**config.mk**
```make
export PLATFORM = sky130hd
export DESIGN_NAME = fpu_arbiter
export DESIGN_NICKNAME = d
export VERILOG_FILES = /design/src/rtl/fpu_arbiter.sv
export SDC_FILE = /design/constraint.sdc
export NUM_CORES = 1
export LEC_CHECK = 0
export ABC_AREA = 1
export CORE_ASPECT_RATIO = 0.5
export CORE_MARGIN = 2
export CORE_UTILIZATION = 36
export CTS_BUF_LIST = sky130_fd_sc_hd__clkbuf_4 sky130_fd_sc_hd__clkbuf_8
export DETAILED_ROUTE_END_ITERATION = 16
export HOLD_SLACK_MARGIN = 0.03
export PLACE_DENSITY = 0.78
export SETUP_SLACK_MARGIN = 0.5
export SYNTH_ARGS = -nofsm -noshare
export SYNTH_HDL_FRONTEND = slang
export SYNTH_SLANG_ARGS = --single-unit
export TNS_END_PERCENT = 30
```
**constraint.sdc**
```tcl
create_clock -name clk -period 1.4 [get_ports clk]
set_clock_uncertainty 0.05 [all_clocks]
set_input_delay 0.21 -clock clk [delete_from_list [all_inputs] [get_ports clk]]
set_output_delay 0.21 -clock clk [all_outputs]
set_load 0.05 [all_outputs]
```
**src/rtl/fpu_arbiter.sv**
```systemverilog
// Two-port round-robin front end for the shared square / square-accumulate FPU.
// Drives the reset-less FPU's chip-select protocol, including the post-reset drain and stale-done flush.
module fpu_arbiter #(
  parameter int unsigned DRAIN = 64
) (
  input  logic        clk,
  input  logic        rstn,
  input  logic        req_valid0,
  input  logic        req_valid1,
  output logic        req_ready0,
  output logic        req_ready1,
  input  logic [2:0]  req_func0,
  input  logic [2:0]  req_func1,
  input  logic [31:0] req_rs1_0,
  input  logic [31:0] req_rs1_1,
  input  logic [31:0] req_rs2_0,
  input  logic [31:0] req_rs2_1,
  input  logic [31:0] req_rdr0,
  input  logic [31:0] req_rdr1,
  output logic        rsp_valid0,
  output logic        rsp_valid1,
  input  logic        rsp_ready0,
  input  logic        rsp_ready1,
  output logic [31:0] rsp_data0,
  output logic [31:0] rsp_data1,
  output logic        fpu_cs,
  output logic [2:0]  fpu_func,
  output logic [31:0] fpu_rs1,
  output logic [31:0] fpu_rs2,
  output logic [31:0] fpu_rdr,
  input  logic        fpu_ready,
  input  logic [31:0] fpu_rdw,
  output logic        busy
);

  localparam int unsigned CW = (DRAIN > 1) ? $clog2(DRAIN) : 1;

  typedef enum logic [2:0] {
    S_DRAIN,
    S_IDLE,
    S_FLUSH,
    S_BUSY,
    S_RESP
  } state_t;

  state_t      state_q, state_d;
  logic [CW-1:0] cnt_q, cnt_d;
  logic        owner_q, owner_d;
  logic        last_q, last_d;
  logic        fpu_cs_q, fpu_cs_d;
  logic [2:0]  func_q, func_d;
  logic [31:0] rs1_q, rs1_d;
  logic [31:0] rs2_q, rs2_d;
  logic [31:0] rdr_q, rdr_d;
  logic [1:0]  rsp_valid_q, rsp_valid_d;
  logic [31:0] rsp_data0_q, rsp_data0_d;
  logic [31:0] rsp_data1_q, rsp_data1_d;

  logic        any_req;
  logic        grant;
  logic        hs;
  logic        rsp_taken;

  // On a tie the port that did not win last time is granted.
  always_comb begin
    any_req = req_valid0 | req_valid1;
    if (req_valid0 && req_valid1) begin
      grant = ~last_q;
    end else begin
      grant = req_valid1;
    end
    hs        = (state_q == S_IDLE) && any_req;
    rsp_taken = owner_q ? rsp_ready1 : rsp_ready0;
  end

  always_comb begin
    state_d     = state_q;
    cnt_d       = cnt_q;
    owner_d     = owner_q;
    last_d      = last_q;
    fpu_cs_d    = fpu_cs_q;
    func_d      = func_q;
    rs1_d       = rs1_q;
    rs2_d       = rs2_q;
    rdr_d       = rdr_q;
    rsp_valid_d = rsp_valid_q;
    rsp_data0_d = rsp_data0_q;
    rsp_data1_d = rsp_data1_q;
    case (state_q)
      S_DRAIN: begin
        if (cnt_q == '0) begin
          state_d = S_IDLE;
        end else begin
          cnt_d = cnt_q - 1'b1;
        end
      end
      S_IDLE: begin
        if (hs) begin
          owner_d  = grant;
          last_d   = grant;
          fpu_cs_d = 1'b1;
          func_d   = grant ? req_func1 : req_func0;
          rs1_d    = grant ? req_rs1_1 : req_rs1_0;
          rs2_d    = grant ? req_rs2_1 : req_rs2_0;
          rdr_d    = grant ? req_rdr1  : req_rdr0;
          // A done flag surviving a reset must be cleared before the real start.
          state_d  = fpu_ready ? S_FLUSH : S_BUSY;
        end
      end
      S_FLUSH: begin
        state_d = S_BUSY;
      end
      S_BUSY: begin
        if (fpu_ready) begin
          if (owner_q) begin
            rsp_data1_d = fpu_rdw;
          end else begin
            rsp_data0_d = fpu_rdw;
          end
          rsp_valid_d[owner_q] = 1'b1;
          fpu_cs_d             = 1'b0;
          state_d              = S_RESP;
        end
      end
      S_RESP: begin
        if (rsp_taken) begin
          rsp_valid_d = '0;
          state_d     = S_IDLE;
        end
      end
      default: begin
        state_d = S_DRAIN;
      end
    endcase
  end

  always_ff @(posedge clk or negedge rstn) begin
    if (!rstn) begin
      state_q     <= S_DRAIN;
      cnt_q       <= CW'(DRAIN - 1);
      owner_q     <= 1'b0;
      last_q      <= 1'b1;
      fpu_cs_q    <= 1'b0;
      func_q      <= '0;
      rs1_q       <= '0;
      rs2_q       <= '0;
      rdr_q       <= '0;
      rsp_valid_q <= '0;
      rsp_data0_q <= '0;
      rsp_data1_q <= '0;
    end else begin
      state_q     <= state_d;
      cnt_q       <= cnt_d;
      owner_q     <= owner_d;
      last_q      <= last_d;
      fpu_cs_q    <= fpu_cs_d;
      func_q      <= func_d;
      rs1_q       <= rs1_d;
      rs2_q       <= rs2_d;
      rdr_q       <= rdr_d;
      rsp_valid_q <= rsp_valid_d;
      rsp_data0_q <= rsp_data0_d;
      rsp_data1_q <= rsp_data1_d;
    end
  end

  assign req_ready0 = hs && !grant;
  assign req_ready1 = hs && grant;
  assign rsp_valid0 = rsp_valid_q[0];
  assign rsp_valid1 = rsp_valid_q[1];
  assign rsp_data0  = rsp_data0_q;
  assign rsp_data1  = rsp_data1_q;
  assign fpu_cs     = fpu_cs_q;
  assign fpu_func   = func_q;
  assign fpu_rs1    = rs1_q;
  assign fpu_rs2    = rs2_q;
  assign fpu_rdr    = rdr_q;
  assign busy       = (state_q != S_IDLE);

endmodule

```
==> reports/results.tsv, run 1 <==
stage	metric	value	unit
die	Die ar.	0.0219	mm2
critical_path	CP max stage cell	dfrtp_1	
routing	final WL	38.8	mm
routing	Routed Antenna Nets	0	
critical_path	Req. time, crit path	1.14	ns
placed_design	Final Wtd Congestion	0.899	
synthesis	Netlist cell types	22	
timing	Max-slew headroom	70.1	%
final_layout	Final Util	83.5	%
routing	1st-iter DRT viols	736	
global_route	initial antenna violation count	2	
clock_tree	CTS buffer count	17	
clock_tree	clk slew on worst S/H paths	0.12	ns
timing	Final setup viols	180	
die	Placement Rows	37	
routing	via count	8776	
routing	Pre-antenna DRT Iters	5	
clock_tree	CTS Buffer Depth	2	
synthesis	post-synthesis sequential area ratio	59.7	%
die	Die X	207	um
status	violated checks	setup timing	
timing	crit share post-route	145	%
timing	Final TNS setup	-81.32	ns
timing	FMAX	493	MHz
critical_path	Setup crit start kind	register	
global_route	first-pass GRT wire length	50.9	mm
run	max-cap check violation count	0	
routing	DRC	0	
critical_path	critical path cell sequence	inv_2 -> nor2_4 -> nand2_4 -> buf_6 -> nor2_4 -> buf_6 -> buf_12 -> buf_12	
global_route	maximum number of pins on one net before global-route repair	58	
timing	final-report hold violation count	0	
die	IO Count	406	
min_path	Hold Crit Class	in2async	
die	core area	0.0204	mm2
final_layout	share of layout cells above drive strength 1	42.5	%
final_layout	Reg area	0.00445	mm2
critical_path	CP Class	reg2out	
timing	Worst Tran Pin Value	0.444	ns
synthesis	share of the synthesized area in the top cell type	57.3	%
synthesis	Yosys warnings	0	
clock_tree	CTS root buffer	clkbuf_8	
power	Leakage	8.44	nW
timing	unrepaired setup endpoints after global routing	true	
status	status	finished, violations left	
critical_path	CP peak stage delay	0.40	ns
critical_path	Crit Path Max Fanout	3	
clock_tree	clock sinks	177	
synthesis	post-synthesis cell area	0.00743	mm2
timing	Slew Viols, Final	0	
critical_path	CP top delay family	buffers and inverters	
synthesis	Syn Nets	1108	
critical_path	CP arrival	1.77	ns
placed_design	Port Buf Inserts	405	
routing	WL/cell	23.3	um
timing	fin worst setup slack	-0.628	ns
clock_tree	CTS tree	built	
clock_tree	H-Tree Depth	4	
power	Peak supply drop	1.59	mV
final_layout	Area Overhead vs Synth	129	%
synthesis	post-synthesis instance total	870	
placed_design	post-DP HPWL	20.8	mm
timing	Tmin final	2.03	ns
routing	via density per instance	5.28	
critical_path	Crit. End Element	output pin	
final_layout	nets@finish	1613	
synthesis	Synth area leaders	dfrtp_1 (57%), nand2_1 (20%), nand3_1 (7.1%), o21ai_0 (4.6%), dfstp_2 (2.5%)	
global_route	vias in the first global route	8975	
die	Initial Utilization	36.5	%
placed_design	dpl cells	1545	
final_layout	non-filler instance count after layout	1663	
synthesis	Avg Synthesized Cell Area	8.54	um2
synthesis	Synth area leader	dfrtp_1	
power	Power Density	2640	mW/mm2
final_layout	multi-input logic area	0.00382	mm2
synthesis	post-synthesis register bit count	177	
die	Chip Height	106	um
clock_tree	Skew-Pair Late Insertion Delay	0.49	ns
final_layout	fillcell total	991	
global_route	All-Layer GR Usage	30.3	%
critical_path	critical path buffer and inverter count	5	
global_route	GR Overflow Total	0	
==> state kept, by name (all words and copies together) (netlist names) <==
register,cells
cnt_q,6
fpu_cs,1
fpu_func,3
fpu_rdr,32
fpu_rs1,32
fpu_rs2,32
last_q,1
owner_q,1
rsp_data0,32
rsp_data1,32
rsp_valid_q,2
state_q,3
==> what timing repair did <==
item / 4_1_cts / 5_1_grt
gates resized for setup: 261 / 194
hold buffers: 1 / 0
setup endpoints to repair: 346 / 346
hold endpoints to repair: 170 / 0
setup buffers: 36 / 13
cloned: 22 / 12
pin swaps: 9 / 9
==> power by group <==
part	leakage, nW	internal (mW)	total, mW	switching (mW)
Combinational	6.05	14.6	30.3	15.8
Clock	0.221	2.07	4.11	2.04
Sequential	2.17	7.53	10.4	2.90
==> final timing paths <==
kind | startpoint | endpoint | cells after the start | slack (ns)
setup / recovery | state_q[0] | req_ready1 | 8 | -0.63
hold / removal | rstn | rsp_data0[5] | 2 | 0.09
setup reg to reg | state_q[2] | rsp_data0[24] | 10 | -0.56
hold reg to reg | cnt_q[5] | cnt_q[5] | 2 | 0.43
max in group asynchronous | rstn | last_q | 3 | 0.56
min in group clk | req_rs1_0[10] | fpu_rs1[10] | 3 | 0.23
==> per-layer routing <==
metal	routed length [um]	up-vias	GRT usage, %
li1	-	3774	-
met1	13900	4355	35.8
met2	20200	482	53.6
met3	2470	165	6.97
met4	2200	0	12.8
met5	0	-	0
==> through the flow <==
step | hold WS (ns) | cell area (um2) | worst slack (ns) | power (mW)
global placement | 0.0304 | 13800 | -0.495 | 34.1
finish | 0.0908 | 17000 | -0.628 | 44.9
CTS | 0.0701 | 15900 | -0.559 | 42.0
global route | 0.0818 | 17000 | -0.702 | 46.3
floorplan | -0.136 | 7480 | -0.133 | 21.0
detailed placement | 0.0303 | 13800 | -0.540 | 34.7
==> kinds of logic (layout without fill, tap and decap cells) <==
kind of cell	after synthesis	in the layout	synth area share [%]
buf+inv	92	609	6.05
other cells	0	2	0
fa+ha+maj	1	1	0.168
simple gates	528	529	29.1
compound gates	70	70	4.75
xor+xnor	2	2	0.236
flops	177	177	59.7
==> final cells by class <==
class                      instances  area share [%]
timing repair buffer             529            45.7
sequential                       177            26.1
multi-input combinational        602            22.5
tap                              273            2.01
clock buffer                      22            1.63
inverter                          48            1.12
clock inverter                    10           0.934
antenna                            2          0.0294
==> synth_stat cells <==
| cell type | instances |
|---|---|
| nor2_2 | 3 |
| clkbuf_1 | 11 |
| o21ai_0 | 68 |
| xor2_1 | 2 |
| and2_1 | 2 |
| buf_6 | 10 |
| nand2_2 | 2 |
| nor4_1 | 1 |
| nor2_1 | 17 |
| inv_1 | 46 |
| a22oi_1 | 1 |
| dfstp_2 | 7 |
| nand2_1 | 394 |
| nand3b_1 | 2 |
| nor3_1 | 1 |
| nor2_8 | 1 |
| inv_2 | 2 |
| dfrtp_1 | 170 |
| buf_2 | 23 |
| ha_1 | 1 |
| nand3_1 | 105 |
| a21oi_1 | 1 |
==> placed cells by master, fill, tap and decap left out, drive strengths merged, types with 2 or more instances in the layout <==
cell / Yosys / layout
clkbuf: 11 / 32
dfstp: 7 / 7
nand3b: 2 / 2
nand3: 105 / 105
and2: 2 / 2
nand2: 396 / 396
xor2: 2 / 2
nor2: 21 / 22
buf: 33 / 282
diode: 0 / 2
clkinvlp: 0 / 2
bufinv: 0 / 4
dfrtp: 170 / 170
clkdlybuf4s50: 0 / 235
inv: 48 / 48
clkinv: 0 / 4
o21ai: 68 / 68
(Power assumes the default switching activity.)
==> inputs of run 2 (changes only) <==
--- a/config.mk
+++ b/config.mk
@@ -12,7 +12,7 @@
 export CTS_BUF_LIST = sky130_fd_sc_hd__clkbuf_4 sky130_fd_sc_hd__clkbuf_8
 export DETAILED_ROUTE_END_ITERATION = 16
 export HOLD_SLACK_MARGIN = 0.03
-export PLACE_DENSITY = 0.78
+export PLACE_DENSITY_LB_ADDON = 0.12
 export SETUP_SLACK_MARGIN = 0.5
 export SYNTH_ARGS = -nofsm -noshare
 export SYNTH_HDL_FRONTEND = slang
==> reports/results.tsv, run 2 (same netlist as run 1, synthesis figures left out) <==
stage	metric	value	unit
final_layout	multi-input logic area	0.00277	mm2
timing	final-report hold violation count	0	
routing	Routed Antenna Nets	0	
final_layout	nets@finish	1568	
critical_path	CP max stage cell	dfrtp_1	
clock_tree	clk slew on worst S/H paths	0.10	ns
global_route	GR Overflow Total	0	
critical_path	CP arrival	1.63	ns
critical_path	Req. time, crit path	1.14	ns
die	Chip Height	106	um
status	violated checks	setup timing	
critical_path	cell repeated most along the worst path	buf_12	
timing	Tmin final	1.89	ns
final_layout	Antenna Cells	0	
power	clock share of power	9.5	%
routing	final WL	30.2	mm
die	IO Count	406	
power	Power Density	2650	mW/mm2
clock_tree	CTS root buffer	clkbuf_8	
critical_path	CP peak stage delay	0.43	ns
placed_design	DP Worst Slack	-0.486	ns
min_path	Hold Crit Class	in2async	
critical_path	CP top delay family	flip-flops	
global_route	initial antenna violation count	0	
placed_design	post-DP HPWL	19.6	mm
routing	via density per instance	4.85	
critical_path	Crit Path Max Fanout	2	
placed_design	Port Buf Inserts	405	
timing	Hold WS	0.133	ns
global_route	first-pass GRT wire length	46.5	mm
status	status	finished, violations left	
die	Die X	207	um
power	Int Pwr	21.9	mW
clock_tree	CTS tree	built	
global_route	vias in the first global route	8308	
critical_path	CP Class	reg2out	
power	Leakage	7.09	nW
power	Power Total	40.2	mW
power	combinational share of power	65.1	%
power	switching power	18.2	mW
clock_tree	CTS buffer count	17	
die	Placement Rows	37	
routing	Pre-antenna DRT Iters	5	
clock_tree	H-Tree Depth	4	
final_layout	share of layout cells above drive strength 1	25.9	%
routing	via count	7835	
final_layout	Reg area	0.00444	mm2
global_route	All-Layer GR Usage	27.7	%
timing	fin worst setup slack	-0.486	ns
timing	Worst Tran Pin Value	0.362	ns
power	Peak supply drop	1.53	mV
final_layout	Area Overhead vs Synth	104	%
critical_path	critical path buffer and inverter count	4	
global_route	maximum number of pins on one net before global-route repair	51	
routing	1st-iter DRT viols	555	
timing	Final TNS setup	-51.31	ns
routing	WL/cell	18.7	um
timing	Final setup viols	179	
critical_path	Setup crit start kind	register	
die	Initial Utilization	36.5	%
clock_tree	CTS Buffer Depth	2	
routing	DRC	0	
critical_path	critical path cell sequence	inv_1 -> nand2_4 -> nor2_4 -> inv_4 -> nor2_8 -> buf_12 -> buf_12	
critical_path	Crit. End Element	output pin	
power	Seq pwr share	25.4	%
run	max-cap check violation count	0	
timing	Max-slew headroom	75.6	%
final_layout	fillcell total	1382	
timing	FMAX	530	MHz
final_layout	most frequent cells in the layout	nand2_1 (374), clkdlybuf4s50_1 (235), buf_12 (181)	
clock_tree	Skew-Pair Late Insertion Delay	0.47	ns
final_layout	Final Util	74.3	%
timing	Slew Viols, Final	0	
clock_tree	clock sinks	177	
die	Die ar.	0.0219	mm2
timing	crit share post-route	135	%
timing	unrepaired setup endpoints after global routing	true	
die	core area	0.0204	mm2
final_layout	most common cell after layout, fill and taps aside	nand2_1	
placed_design	Final Wtd Congestion	0.893	
power	Sw Share	45.4	%
## run 2: through the flow
step,std cells,cell area [um2]
finish,1615,15100
global route,1615,15100
CTS,1605,14900
detailed placement,1543,13700
global placement,1543,13700
floorplan,870,7480
## run 2: metal layers
layer / track usage [%] / wire length (um) / up-vias
met4: 11.0 / 961 / 0
met2: 47.7 / 15400 / 321
met5: 0 / 0 / -
met1: 33.2 / 11900 / 3793
met3: 7.54 / 1970 / 63
li1: - / - / 3658
## run 2: what timing repair did
| item | 4_1_cts | 5_1_grt |
|---|---|---|
| endpoints found under the setup margin | 346 | 346 |
| setup buffers | 13 | 7 |
| cloned | 17 | 3 |
| resized for setup | 84 | 68 |
| pin swaps | 9 | 6 |
| endpoints found under the hold margin | 170 | 0 |
| hold buffers | 1 | 0 |
## run 2: final timing paths
check	from	to	slack, ns	cells past startpoint
setup / recovery	state_q[1]	req_ready0	-0.49	7
hold / removal	rstn	rsp_data1[0]	0.13	2
setup reg to reg	state_q[2]	rsp_data0[8]	-0.46	11
hold reg to reg	cnt_q[5]	cnt_q[5]	0.43	2
max in group asynchronous	rstn	cnt_q[5]	0.58	3
min in group clk	req_rs1_0[2]	fpu_rs1[2]	0.22	3
## run 2: cell type report
class	count	area share, %
multi-input combinational	602	18.3
clock inverter	10	0.893
sequential	177	29.3
timing repair buffer	484	46.2
inverter	48	1.22
tap	273	2.26
clock buffer	21	1.83
## run 2: power groups by stage
| stage | sequential [mW] | clock (mW) | combinational (mW) |
|---|---|---|---|
| 6_report | 10.2 | 3.82 | 26.2 |
| 5_1_grt | 10.5 | 4.14 | 27.3 |
| 4_1_cts | 10.1 | 3.92 | 25.8 |
| 3_5_place_dp | 10.2 | 0 | 24.3 |
| 3_3_place_gp | 10.1 | 0 | 24.0 |
| 2_1_floorplan | 16.7 | 0 | 4.28 |
